**src/rtl/hazard_scoreboard.sv**
```systemverilog
// ID-stage hazard unit: per-register busy/countdown/speculation scoreboard that
// resolves RAW by forwarding or stalling, blocks WAW, and squashes on flush.
module hazard_scoreboard #(
   parameter int NUM_REGS = 32,
   parameter int REG_W    = 5,
   parameter int LAT_W    = 3,
   parameter int FWD_EN   = 1,
   parameter int CNT_W    = 32
) (
   input  logic                clk,
   input  logic                rst,
   input  logic                id_valid,
   input  logic [REG_W-1:0]    id_rs1,
   input  logic [REG_W-1:0]    id_rs2,
   input  logic                id_rs1_en,
   input  logic                id_rs2_en,
   input  logic [REG_W-1:0]    id_rd,
   input  logic                id_rd_we,
   input  logic [LAT_W-1:0]    id_lat,
   input  logic                id_spec,
   input  logic                wb_valid,
   input  logic [REG_W-1:0]    wb_rd,
   input  logic                branch_resolve,
   input  logic                flush,
   input  logic                stall_in,
   output logic                stall,
   output logic                fwd_rs1,
   output logic                fwd_rs2,
   output logic [NUM_REGS-1:0] busy_vec,
   output logic [CNT_W-1:0]    stall_cycles
);

   localparam logic FWD = (FWD_EN != 0);

   logic [NUM_REGS-1:0]            busy_q, busy_d;
   logic [NUM_REGS-1:0]            spec_q, spec_d;
   logic [NUM_REGS-1:0][LAT_W-1:0] cnt_q, cnt_d;
   logic [CNT_W-1:0]               stall_cycles_q, stall_cycles_d;

   logic rs1_haz, rs2_haz, rs1_stall, rs2_stall, waw_haz, haz_stall, issue;

   // A same-cycle writeback removes a hazard because the register file is write-first.
   always_comb begin
      rs1_haz   = id_rs1_en && (id_rs1 != '0) && busy_q[id_rs1] &&
                  !(wb_valid && (wb_rd == id_rs1));
      rs2_haz   = id_rs2_en && (id_rs2 != '0) && busy_q[id_rs2] &&
                  !(wb_valid && (wb_rd == id_rs2));
      rs1_stall = rs1_haz && (!FWD || (cnt_q[id_rs1] != '0));
      rs2_stall = rs2_haz && (!FWD || (cnt_q[id_rs2] != '0));
      fwd_rs1   = FWD && rs1_haz && (cnt_q[id_rs1] == '0);
      fwd_rs2   = FWD && rs2_haz && (cnt_q[id_rs2] == '0);
      waw_haz   = id_rd_we && (id_rd != '0) && busy_q[id_rd] &&
                  !(wb_valid && (wb_rd == id_rd));
      haz_stall = id_valid && (rs1_stall || rs2_stall || waw_haz);
      stall     = haz_stall || stall_in;
      issue     = id_valid && id_rd_we && (id_rd != '0) && !stall && !flush;
   end

   always_comb begin
      busy_d = busy_q;
      spec_d = spec_q;
      cnt_d  = cnt_q;
      for (int r = 0; r < NUM_REGS; r++) begin
         if (r == 0) begin
            busy_d[r] = 1'b0;
            spec_d[r] = 1'b0;
            cnt_d[r]  = '0;
         end else if (issue && (id_rd == REG_W'(r))) begin
            busy_d[r] = 1'b1;
            spec_d[r] = id_spec;
            cnt_d[r]  = id_lat;
         end else if (flush && spec_q[r]) begin
            busy_d[r] = 1'b0;
            spec_d[r] = 1'b0;
            cnt_d[r]  = '0;
         end else if (wb_valid && (wb_rd == REG_W'(r))) begin
            busy_d[r] = 1'b0;
            spec_d[r] = 1'b0;
            cnt_d[r]  = '0;
         end else begin
            if (branch_resolve) spec_d[r] = 1'b0;
            if (busy_q[r] && (cnt_q[r] != '0)) cnt_d[r] = cnt_q[r] - LAT_W'(1);
         end
      end
   end

   always_comb begin
      stall_cycles_d = stall_cycles_q;
      if (haz_stall && (stall_cycles_q != '1)) stall_cycles_d = stall_cycles_q + CNT_W'(1);
   end

   always_ff @(posedge clk or posedge rst) begin
      if (rst) begin
         busy_q         <= '0;
         spec_q         <= '0;
         cnt_q          <= '0;
         stall_cycles_q <= '0;
      end else begin
         busy_q         <= busy_d;
         spec_q         <= spec_d;
         cnt_q          <= cnt_d;
         stall_cycles_q <= stall_cycles_d;
      end
   end

   assign busy_vec     = busy_q;
   assign stall_cycles = stall_cycles_q;

endmodule

```
**config.mk**
```make
export PLATFORM = sky130hd
export DESIGN_NAME = hazard_scoreboard
export DESIGN_NICKNAME = d
export VERILOG_FILES = /design/src/rtl/hazard_scoreboard.sv
export SDC_FILE = /design/constraint.sdc
export NUM_CORES = 1
export LEC_CHECK = 0
export ABC_AREA = 1
export CORE_MARGIN = 2
export CORE_UTILIZATION = 35
export DETAILED_ROUTE_END_ITERATION = 10
export PLACE_DENSITY = 0.63
export SLEW_MARGIN = 10
export SYNTH_ARGS = -nofsm -noshare
export SYNTH_HDL_FRONTEND = slang
export SYNTH_SLANG_ARGS = --single-unit
```
**constraint.sdc**
```tcl
create_clock -name clk -period 8 [get_ports clk]
set_clock_uncertainty 0.15 [all_clocks]
set_input_delay 2.4 -clock clk [delete_from_list [all_inputs] [get_ports clk]]
set_output_delay 2.4 -clock clk [all_outputs]
set_load 0.02 [all_outputs]
```
==> flow_summary.toml, run 1 <==
[clock_network]
clock_latency_ns = 0.49
post-cts-setup-buffers = 0
h-tree-depth = 4
cts.repair.resized = 0
numCtsBuffers = 17
cts_tree = "done"
clock_path_buffers = 2
cts-hold-fix-buffers = 0
ctsRootBufferMaster = "clkbuf_16"
clk_pin_slew_ns = 0.07
cts.sinks = 187

[worst_setup_path]
crit_required_ns = 5.45
criticalPathCategory = "in2out"
crit_path_start = "id_rs2[0]"
max_stage_delay_ns = 0.54
cp-start-kind = "primary input"
critical_path.cell_chain = "clkdlybuf4s50_1 > buf_4 > inv_2 > nand2_1 > o21ai_0 > o21ai_0 > nand4_1 > nand3_1 > nand3_4 > a21oi_4 > inv_1 > clkdlybuf4s50_1"
crit_family = "buffers and inverters"
cp.buffers_inverters = 5
cpMaxStageDelayCell = "clkdlybuf4s50_1"
arrival_ns = 5.35
r2r_setup_slack_ns = 4.24
critPathMaxFanout = 9
endpoint_kind = "primary output"
r2r-start = "cnt_q[27]"

[place]
gp_congestion = 1.01
postPlaceCellArea_mm2 = 0.0165
dp_hpwl_um = 41600
dp_slack_ns = 0.143
place.port_buffers = 99

[timing]
post-route-period-util_pct = 98.8
finalSetupViolCount = 0
tns_ns = 0
worst_pin_slew_ns = 1.09
slew-limit-headroom_pct = 27.2
rsz0062_at_grt = "false"
timing.final.hold_violations = 0
drv_slew = 0
fin_ws_ns = 0.0985
max_freq_mhz = 127
period_needed_ns = 7.90

[synth]
syn_area_mm2 = 0.0149
ys_seq_area_share_pct = 31.5
ys_types = 36
synth_top_area_share_pct = 31.5
avgSynthCellArea_um2 = 6.66
synth_top_cell_by_area = "dfrtp_1"
synth_warnings = 0
synth-seq-cells = 187
syn_inst = 2234
synth.area.top_cells = "dfrtp_1 (31%), nand2_1 (15%), nor2_1 (9.8%), inv_1 (6.4%), a21oi_1 (5.8%)"
syn-num-nets = 2331

[final_layout]
fin_util_pct = 40.8
num-nets-final = 2420
layout_commonest_cell = "nand2_1"
syn2layout_area_growth_pct = 15.1
diodes = 0
num-fill-cells = 4420
multi_input_area_mm2 = 0.00876
regArea_mm2 = 0.00468
final_area_mm2 = 0.0171
final_cell_mix = "nand2_1 (604), nor2_1 (390), inv_1 (249)"
final_layout_size_suffix_gt1_share_pct = 5.78

[global_route]
antenna_found_initial = 0
grt_pass1_wl_um = 88600
grt_max_degree = 95
grt_overflow = 0
track_usage_pct = 26.3
grt_pass1_vias = 15012

[floorplanning]
die_w_um = 210
initial_core_util_pct = 35.4
die_area_mm2 = 0.0441
dieHeight_um = 210
design.core.area_mm2 = 0.0419
io_pins = 101
row_count = 75

[routing]
vias = 15550
wl_per_cell_um = 19.8
drc = 0
wl_um = 56800
via_per_inst = 5.41
drt_first_iter_violations = 1569
dr.pass1.iters = 8
ant_nets = 0

[worst_hold_path]
min-delay-start = "cnt_q[70]"
hold_path_class = "reg2reg"

[power_and_ir_drop]
p_leak_nw = 8.46
irDropWorstVdd_mv = 0.155
power_density_mw_per_mm2 = 280

[run]
cap_violations = 0

[status]
status = "finished clean"
==> flip-flops by register name, summed over array words and instances, names as in the netlist <==
| register | cells |
|---|---|
| spec_q | 31 |
| cnt_q | 93 |
| stall_cycles | 32 |
| busy_vec | 31 |
==> layer usage <==
metal	track usage, %	vias up	part of all wire (%)
met5	0	-	0
met4	15.9	0	5.8
met3	4.45	143	6.8
met2	40.9	654	44
met1	34.1	7340	43
li1	-	7413	-
==> synth_stat cells (all sizes together) <==
master  number
nand4      137
o22ai       16
nor2       393
xor2        58
a21oi      173
a21boi       2
o21ai       69
conb         1
nand2      606
inv        260
dfrtp      187
o21bai       1
xnor2        6
ha          63
buf         43
nor3        35
nor4         7
nand3      124
o211ai       9
nor3b        1
clkbuf      39
a22oi        4
==> final timing paths <==
kind / depth (start not counted) / endpoint
worst max-delay path: 12 / stall
worst min-delay path: 2 / cnt_q[70]
worst max register to register: 13 / cnt_q[5]
worst min register to register: 2 / cnt_q[70]
max in group asynchronous: 3 / spec_q[23]
min in group asynchronous: 2 / busy_vec[9]
==> logic make-up (layout without fill, tap and decap cells) <==
kind of cell | after synthesis | after routing | synth area share, %
simple gates | 1303 | 1303 | 40.1
buf+inv | 342 | 444 | 9.64
compound gates | 274 | 274 | 9.70
flops | 187 | 187 | 31.5
xor+xnor | 64 | 64 | 3.77
fa+ha+maj | 63 | 63 | 5.30
other cells | 1 | 1 | 0.0252
==> final cells by class <==
| type | instances | share of cell area, % |
|---|---|---|
| Inverter | 260 | 5.74 |
| Multi-Input combinational cell | 1705 | 51.2 |
| Timing Repair Buffer | 152 | 8.30 |
| Sequential cell | 187 | 27.3 |
| Tap cell | 539 | 3.94 |
| Clock buffer | 17 | 2.49 |
| Clock inverter | 15 | 1.01 |
==> worst min-delay path: stages (launching register included) <==
cell and delay (ns):
dfrtp_1 0.34, nor2_1 0.05, nor2_1 0.08
==> power by group <==
group          internal [mW]  switching (mW)
clock network          0.448           0.459
logic                  0.845            1.45
registers               1.26           0.323
==> through the flow <==
stage               hold WS [ns]  power (mW)  cells
floorplan                  0.331        3.14   2234
global placement           0.344        3.82   2839
detailed placement         0.349        3.87   2839
CTS                        0.366        4.79   2871
global route               0.390        5.21   2875
finish                     0.360        4.80   2875
(Power assumes the default switching activity.)
==> run 2: changes to the inputs <==
- TNS_END_PERCENT: unset -> 20
==> results of run 2 <==
Final layout, timing and power as in run 1 (identical DEF).
